### config.mk
export PLATFORM = sky130hd
export DESIGN_NAME = cnt_sched_ift
export DESIGN_NICKNAME = d
export VERILOG_FILES = /design/src/rtl/cnt_sched_ift.sv
export SDC_FILE = /design/constraint.sdc
export NUM_CORES = 1
export LEC_CHECK = 0
export ABC_AREA = 1
export BUFFER_PORTS_ARGS = -buffer_cell sky130_fd_sc_hd__buf_4
export CAP_MARGIN = 20
export CORE_AREA = 2 2 150 152
export CTS_CLUSTER_SIZE = 14
export DETAILED_ROUTE_END_ITERATION = 10
export DIE_AREA = 0 0 152 154
export PLACE_DENSITY_LB_ADDON = 0.05
export SLEW_MARGIN = 20
export SYNTH_ARGS = -nofsm -noshare
export SYNTH_HDL_FRONTEND = slang
export SYNTH_SLANG_ARGS = --single-unit
### constraint.sdc
create_clock -name clk -period 3.1 [get_ports clk]
set_input_delay 0.62 -clock clk [delete_from_list [all_inputs] [get_ports clk]]
set_output_delay 0.62 -clock clk [all_outputs]
set_load 0.05 [all_outputs]
### src/rtl/cnt_sched_ift.sv
// -----------------------------------------------------------------------------
// cnt_sched_ift
//
// Round-robin scheduler that shares one external 4-bit up-counter between
// N_REQ requesters. A granted requester gets an optional one-cycle counter
// clear followed by a burst of `len` counter enables, then a one-cycle `done`
// pulse. Implicit-flow taint is tracked for all control outputs: they are all
// decoded from registered state, so they share one taint register (st_t).
//
// Ports
//   clk      in   1              clock, all logic on posedge
//   clk_t    in   TAINT_W        clock taint, accepted and unused
//   rst      in   1              synchronous active-high reset
//   rst_t    in   TAINT_W        reset taint
//   req      in   N_REQ          request per requester, held until its done
//   req_t    in   N_REQ*TAINT_W  taint per req bit
//   len      in   N_REQ*LEN_W    increments requested per requester
//   len_t    in   N_REQ*TAINT_W  taint per len slice
//   clr      in   N_REQ          clear counter before the burst
//   gnt      out  N_REQ          one-hot grant, held for the transaction
//   done     out  N_REQ          one-cycle completion pulse
//   busy     out  1              high in any state other than IDLE
//   cnt_rst  out  1              drives the counter's rst
//   cnt_en   out  1              drives the counter's en
//   ctl_t    out  TAINT_W        shared taint of all control outputs
//
// Configuration
//   CNT_SCHED_TAINT_STICKY_EN  defined: st_t accumulates across transactions
//                              and clears only on rst.
//                              undefined: st_t is reloaded at every grant from
//                              the rst_t captured at the last reset.
// -----------------------------------------------------------------------------
module cnt_sched_ift #(
    parameter int N_REQ   = 4,
    parameter int LEN_W   = 4,
    parameter int TAINT_W = 32
) (
    input  logic                     clk,
    input  logic [TAINT_W-1:0]       clk_t,
    input  logic                     rst,
    input  logic [TAINT_W-1:0]       rst_t,
    input  logic [N_REQ-1:0]         req,
    input  logic [N_REQ*TAINT_W-1:0] req_t,
    input  logic [N_REQ*LEN_W-1:0]   len,
    input  logic [N_REQ*TAINT_W-1:0] len_t,
    input  logic [N_REQ-1:0]         clr,
    output logic [N_REQ-1:0]         gnt,
    output logic [N_REQ-1:0]         done,
    output logic                     busy,
    output logic                     cnt_rst,
    output logic                     cnt_en,
    output logic [TAINT_W-1:0]       ctl_t
);

    localparam int SEL_W = (N_REQ > 1) ? $clog2(N_REQ) : 1;

    typedef enum logic [1:0] {
        S_IDLE  = 2'd0,
        S_CLEAR = 2'd1,
        S_RUN   = 2'd2,
        S_DONE  = 2'd3
    } state_t;

    // -------------------------------------------------------------------------
    // Registers
    // -------------------------------------------------------------------------
    state_t             r_state;
    state_t             w_state_nxt;
    logic [SEL_W-1:0]   r_sel;
    logic [SEL_W-1:0]   r_ptr;
    logic [LEN_W-1:0]   r_rem;
    // Taint starts clean in simulation until the first reset loads rst_t.
    logic [TAINT_W-1:0] r_st_t = '0;

    // -------------------------------------------------------------------------
    // Unpacked views of the flat per-requester buses
    // -------------------------------------------------------------------------
    logic [LEN_W-1:0]   w_len   [N_REQ];
    logic [TAINT_W-1:0] w_req_t [N_REQ];
    logic [TAINT_W-1:0] w_len_t [N_REQ];

    for (genvar g = 0; g < N_REQ; g++) begin : g_unpack
        assign w_len[g]   = len[g*LEN_W +: LEN_W];
        assign w_req_t[g] = req_t[g*TAINT_W +: TAINT_W];
        assign w_len_t[g] = len_t[g*TAINT_W +: TAINT_W];
    end

    // Clock taint has no path into this design.
    logic w_unused_clk_t;
    assign w_unused_clk_t = ^clk_t;

    // -------------------------------------------------------------------------
    // Round-robin search
    // The winner is the lowest set request at or above ptr; if there is none,
    // the search wraps and the lowest set request overall wins.
    // -------------------------------------------------------------------------
    logic             w_found;
    logic             w_hit_hi;
    logic [SEL_W-1:0] w_pick_hi;
    logic [SEL_W-1:0] w_pick_lo;
    logic [SEL_W-1:0] w_pick;

    // NOTE: every signal written in always_comb gets a default first, so no
    // path through the block leaves it unassigned and no latch is inferred.
    always_comb begin
        w_hit_hi  = 1'b0;
        w_pick_hi = '0;
        w_pick_lo = '0;
        for (int i = N_REQ - 1; i >= 0; i--) begin
            if (req[i]) begin
                w_pick_lo = SEL_W'(i);
                if (SEL_W'(i) >= r_ptr) begin
                    w_hit_hi  = 1'b1;
                    w_pick_hi = SEL_W'(i);
                end
            end
        end
        w_found = |req;
        w_pick  = w_hit_hi ? w_pick_hi : w_pick_lo;
    end

    // -------------------------------------------------------------------------
    // Grant-time taint: arbitration depends on every request line, the burst
    // length of the winner and, when it clears, on its request as well.
    // -------------------------------------------------------------------------
    logic [TAINT_W-1:0] w_req_t_any;
    logic [TAINT_W-1:0] w_grant_t;
    logic [TAINT_W-1:0] w_base_t;

    always_comb begin
        w_req_t_any = '0;
        for (int i = 0; i < N_REQ; i++) begin
            w_req_t_any = w_req_t_any | w_req_t[i];
        end
    end

    assign w_grant_t = w_req_t_any | w_len_t[w_pick]
                     | (clr[w_pick] ? w_req_t[w_pick] : '0);

`ifdef CNT_SCHED_TAINT_STICKY_EN
    // Taint keeps accumulating across transactions.
    assign w_base_t = r_st_t;
`else
    // Taint restarts from the reset taint at every grant.
    logic [TAINT_W-1:0] r_rst_t = '0;

    always_ff @(posedge clk) begin
        if (rst) begin
            r_rst_t <= rst_t;
        end
    end

    assign w_base_t = r_rst_t;
`endif

    // -------------------------------------------------------------------------
    // FSM state register
    // -------------------------------------------------------------------------
    // NOTE: sequential state is written with non-blocking assignments so all
    // flops sample pre-edge values regardless of process evaluation order.
    always_ff @(posedge clk) begin
        if (rst) begin
            r_state <= S_IDLE;
        end else begin
            r_state <= w_state_nxt;
        end
    end

    // -------------------------------------------------------------------------
    // FSM next state and Moore outputs
    // -------------------------------------------------------------------------
    logic [N_REQ-1:0] w_sel_oh;
    assign w_sel_oh = N_REQ'(1) << r_sel;

    always_comb begin
        w_state_nxt = r_state;
        gnt         = '0;
        done        = '0;
        busy        = 1'b0;
        cnt_rst     = 1'b0;
        cnt_en      = 1'b0;

        case (r_state)
            S_IDLE: begin
                if (w_found) begin
                    if (clr[w_pick]) begin
                        w_state_nxt = S_CLEAR;
                    end else if (w_len[w_pick] != '0) begin
                        w_state_nxt = S_RUN;
                    end else begin
                        w_state_nxt = S_DONE;
                    end
                end
            end

            S_CLEAR: begin
                gnt     = w_sel_oh;
                busy    = 1'b1;
                cnt_rst = 1'b1;
                w_state_nxt = (r_rem != '0) ? S_RUN : S_DONE;
            end

            S_RUN: begin
                gnt    = w_sel_oh;
                busy   = 1'b1;
                cnt_en = 1'b1;
                // The last increment and an abort both still enable the
                // counter in this cycle.
                if ((r_rem == LEN_W'(1)) || !req[r_sel]) begin
                    w_state_nxt = S_DONE;
                end
            end

            S_DONE: begin
                gnt  = w_sel_oh;
                done = w_sel_oh;
                busy = 1'b1;
                w_state_nxt = S_IDLE;
            end

            default: begin
                w_state_nxt = S_IDLE;
            end
        endcase
    end

    // -------------------------------------------------------------------------
    // Datapath registers: selection, remaining count, pointer, taint
    // -------------------------------------------------------------------------
    always_ff @(posedge clk) begin
        if (rst) begin
            r_sel  <= '0;
            r_ptr  <= '0;
            r_rem  <= '0;
            r_st_t <= rst_t;
        end else begin
            case (r_state)
                S_IDLE: begin
                    if (w_found) begin
                        r_sel  <= w_pick;
                        r_rem  <= w_len[w_pick];
                        r_st_t <= w_base_t | w_grant_t;
                    end
                end

                S_RUN: begin
                    r_rem  <= r_rem - LEN_W'(1);
                    // Staying in RUN depends on the granted request line.
                    r_st_t <= r_st_t | w_req_t[r_sel];
                end

                S_DONE: begin
                    r_ptr <= (r_sel == SEL_W'(N_REQ - 1)) ? '0 : r_sel + SEL_W'(1);
                end

                default: begin
                end
            endcase
        end
    end

    assign ctl_t = r_st_t;

endmodule

==> impl_metrics.py <==
metrics = {
    "outcome": {
        "outcome": "finished clean",
    },
    "worst_setup_path": {
        "critPathMaxStageDelay_ns": 0.60,
        "cpMostUsedCell": "buf_4",
        "crit_arrival_ns": 1.91,
        "cp_max_fo": 59,
        "critPathRequiredTime_ns": 2.48,
        "cpMaxStageDelayCell": "buf_4",
        "critPathKind": "register to output port",
        "path_cells": "inv_1 -> ha_2 -> buf_4 -> buf_4",
        "start_kind": "register",
        "cp-end-kind": "output port",
    },
    "global_routing": {
        "grt_use_total": 0.236,
        "grt_pass1_wl_um": 44300,
        "grt_most_used_layer": "met2",
        "use_met3": 0.0513,
        "grt_max_degree": 62,
        "use_met1": 0.293,
        "grt.overflow.total": 0,
        "grt_antenna_before_repair": 0,
        "grt_pass1_vias": 8284,
        "gr-usage-met2": 0.413,
    },
    "finish": {
        "multiInputGateArea_um2": 4140,
        "fin_nets": 1741,
        "n_antenna_cell": 0,
        "final_cells": 1667,
        "area_growth_pct": 46.3,
        "drive_above_1_share": 0.298,
        "final_util": 0.457,
        "final_area_um2": 9900,
        "n_fill_cell": 2337,
        "seqCellArea_um2": 2120,
    },
    "sta": {
        "skew_ns": 0.00893,
        "setup_viol": 0,
        "tightest_slew_ns": 0.758,
        "fin_crit_ns": 2.53,
        "fin_ws_ns": 0.566,
        "final_hold_viol_count": 0,
        "report.final.slew_viol_count": 0,
        "tns_ns": 0,
        "slew_headroom": 0.495,
        "clock.fmax_ghz": 0.395,
        "period_share": 0.817,
        "rsz0062_at_grt": "false",
    },
    "placement": {
        "dp_slack_ns": 0.210,
        "portBuffers": 356,
        "place_area_um2": 9620,
        "dp.cells": 1652,
        "dp_hpwl_um": 21300,
        "finalWeightedCongestion": 0.813,
    },
    "floorplan": {
        "initial_core_util": 0.312,
        "die-area_um2": 23400,
        "ios": 389,
        "die_y_um": 154,
        "die_x_um": 152,
        "rows": 54,
        "core_area_um2": 21700,
    },
    "synthesis": {
        "synth_warnings": 0,
        "synth_seq_cells": 74,
        "synth_seq_area_share": 0.313,
        "syn_inst": 1066,
        "synth.distinct_cells": 34,
        "syn-cell-area_um2": 6770,
        "syn_avg_cell_area_um2": 6.35,
        "synth_nets": 1424,
    },
    "cts": {
        "clock_sinks": 74,
        "cts.hold.buffers_added": 0,
        "root_buffer": "clkbuf_16",
        "h-tree-depth": 3,
        "clk_latency_ns": 0.34,
        "clkTransAtPathRegs_ns": 0.06,
        "cts_buffers": 9,
        "postCtsSetupBuffers": 0,
        "cts_resized": 0,
        "cts_buffer_depth": 2,
        "cts_tree": "done",
    },
    "pwr": {
        "cellPowerDensity_nw_per_um2": 637,
        "p_leak_uw": 0.00491,
        "ir_drop_v": 0.000311,
    },
    "route": {
        "routedWlPerCell_um": 17.1,
        "routed_wl_um": 28400,
        "drc": 0,
        "drt-vias-per-instance": 5.04,
        "vias": 8396,
        "drtIter0Drc": 564,
        "postRouteAntennaNets": 0,
        "firstDrtPassIters": 7,
    },
    "flow_run": {
        "maxCapViolCount": 0,
    },
    "hold_path": {
        "min_path_type": "input pin to register",
    },
}
[cells in the final DEF, fill, tap and decap left out]
cell type,instances
a31oi_1,1
a22oi_1,32
buf_4,374
clkinv_2,2
clkinv_4,1
o21ai_1,1
o2bb2ai_1,1
or4_1,27
nor2_4,1
xor2_1,1
nand3_1,35
o31ai_1,1
o31ai_2,9
edfxtp_1,64
nor2_1,48
nand4_1,18
nor4_1,5
ha_1,11
nand2_2,3
clkinv_1,2
o21ai_0,23
a32oi_1,1
clkinvlp_4,1
ha_2,1
nand2_4,2
nand3b_1,8
a21oi_1,130
nand2_1,474
clkbuf_16,9
bufinv_16,1
clkbuf_1,1
nor3_1,41
dfxtp_1,8
inv_1,41
dfxtp_2,2
nand3_2,1
inv_2,3
a21oi_2,2
buf_12,1
[cell usage after synthesis (all sizes together)]
library cell / count / area (um^2)
dfxtp: 10 / 200
buf: 34 / 208
inv: 44 / 165
a21oi: 132 / 668
a22oi: 32 / 240
o2bb2ai: 1 / 8.76
nand2: 479 / 1820
nand4: 18 / 113
ha: 12 / 150
nand3b: 8 / 60.1
or4: 27 / 203
nor2: 49 / 191
a32oi: 1 / 8.76
clkbuf: 35 / 131
nor3: 41 / 205
nor4: 5 / 31.3
nand3: 36 / 185
xor2: 1 / 8.76
o31ai: 10 / 120
edfxtp: 64 / 1920
a31oi: 1 / 6.26
o21ai: 24 / 120
clkinv: 2 / 7.51
[state kept, by name, summed over array words and instances, names as in the netlist]
signal / count
r_sel: 2
r_rst_t: 32
r_ptr: 2
r_rem: 4
ctl_t: 32
r_state: 2
[per-layer routing]
| layer | vias up | part of all wire |
|---|---|---|
| li1 | 4243 | - |
| met1 | 3791 | 0.42 |
| met2 | 332 | 0.49 |
| met3 | 30 | 0.075 |
| met4 | 0 | 0.020 |
| met5 | - | 0 |
[layout make-up]
class | instances | share of cell area
repair buffers | 375 | 0.286
multi-input cells | 877 | 0.418
flip-flops and latches | 74 | 0.215
well taps | 280 | 0.0354
inverters | 46 | 0.0174
clock inverters | 5 | 0.00569
clock buffers | 10 | 0.0231
[cell families (layout without fill, tap and decap cells)]
logic type                 count (synthesis)  after routing  share of synthesized area
and+or+nand+nor                          663            663                      0.414
AOI/OAI and AO/OA                        201            201                      0.173
buffers and inverters                    115            436                     0.0756
DFF                                       74             74                      0.313
adders and majority gates                 12             12                     0.0222
xor gates and xnor gates                   1              1                    0.00129
[final timing paths]
kind | from | to | slack (ns) | cells past startpoint
setup reg to reg | r_ptr[1] | ctl_t[30] | 0.61 | 15
setup / recovery | r_state[0] | cnt_en | 0.57 | 4
hold reg to reg | r_rem[1] | r_rem[1] | 0.57 | 2
hold / removal | rst_t[3] | r_rst_t[3] | 0.46 | 1
[where the power goes]
| group | switching, uW | internal [uW] |
|---|---|---|
| registers | 139 | 1340 |
| clock network | 418 | 618 |
| logic | 2540 | 1250 |
| total | 3100 | 3210 |
[metrics by stage]
step | hold slack [ns] | total power [uW]
final | 0.462 | 6310
after global placement | 0.535 | 5300
after global routing | 0.450 | 6810
after floorplan | 0.496 | 4020
after CTS | 0.448 | 6370
after detailed placement | 0.550 | 5320
[critical path, delay by kind of cell (launching register included)]
| family | cells | cell delay, ns |
|---|---|---|
| adders and majority gates | 1 | 0.19 |
| DFF | 1 | 0.34 |
| buffers and inverters | 3 | 1.03 |
No activity file was read; power rests on OpenSTA's default activity.
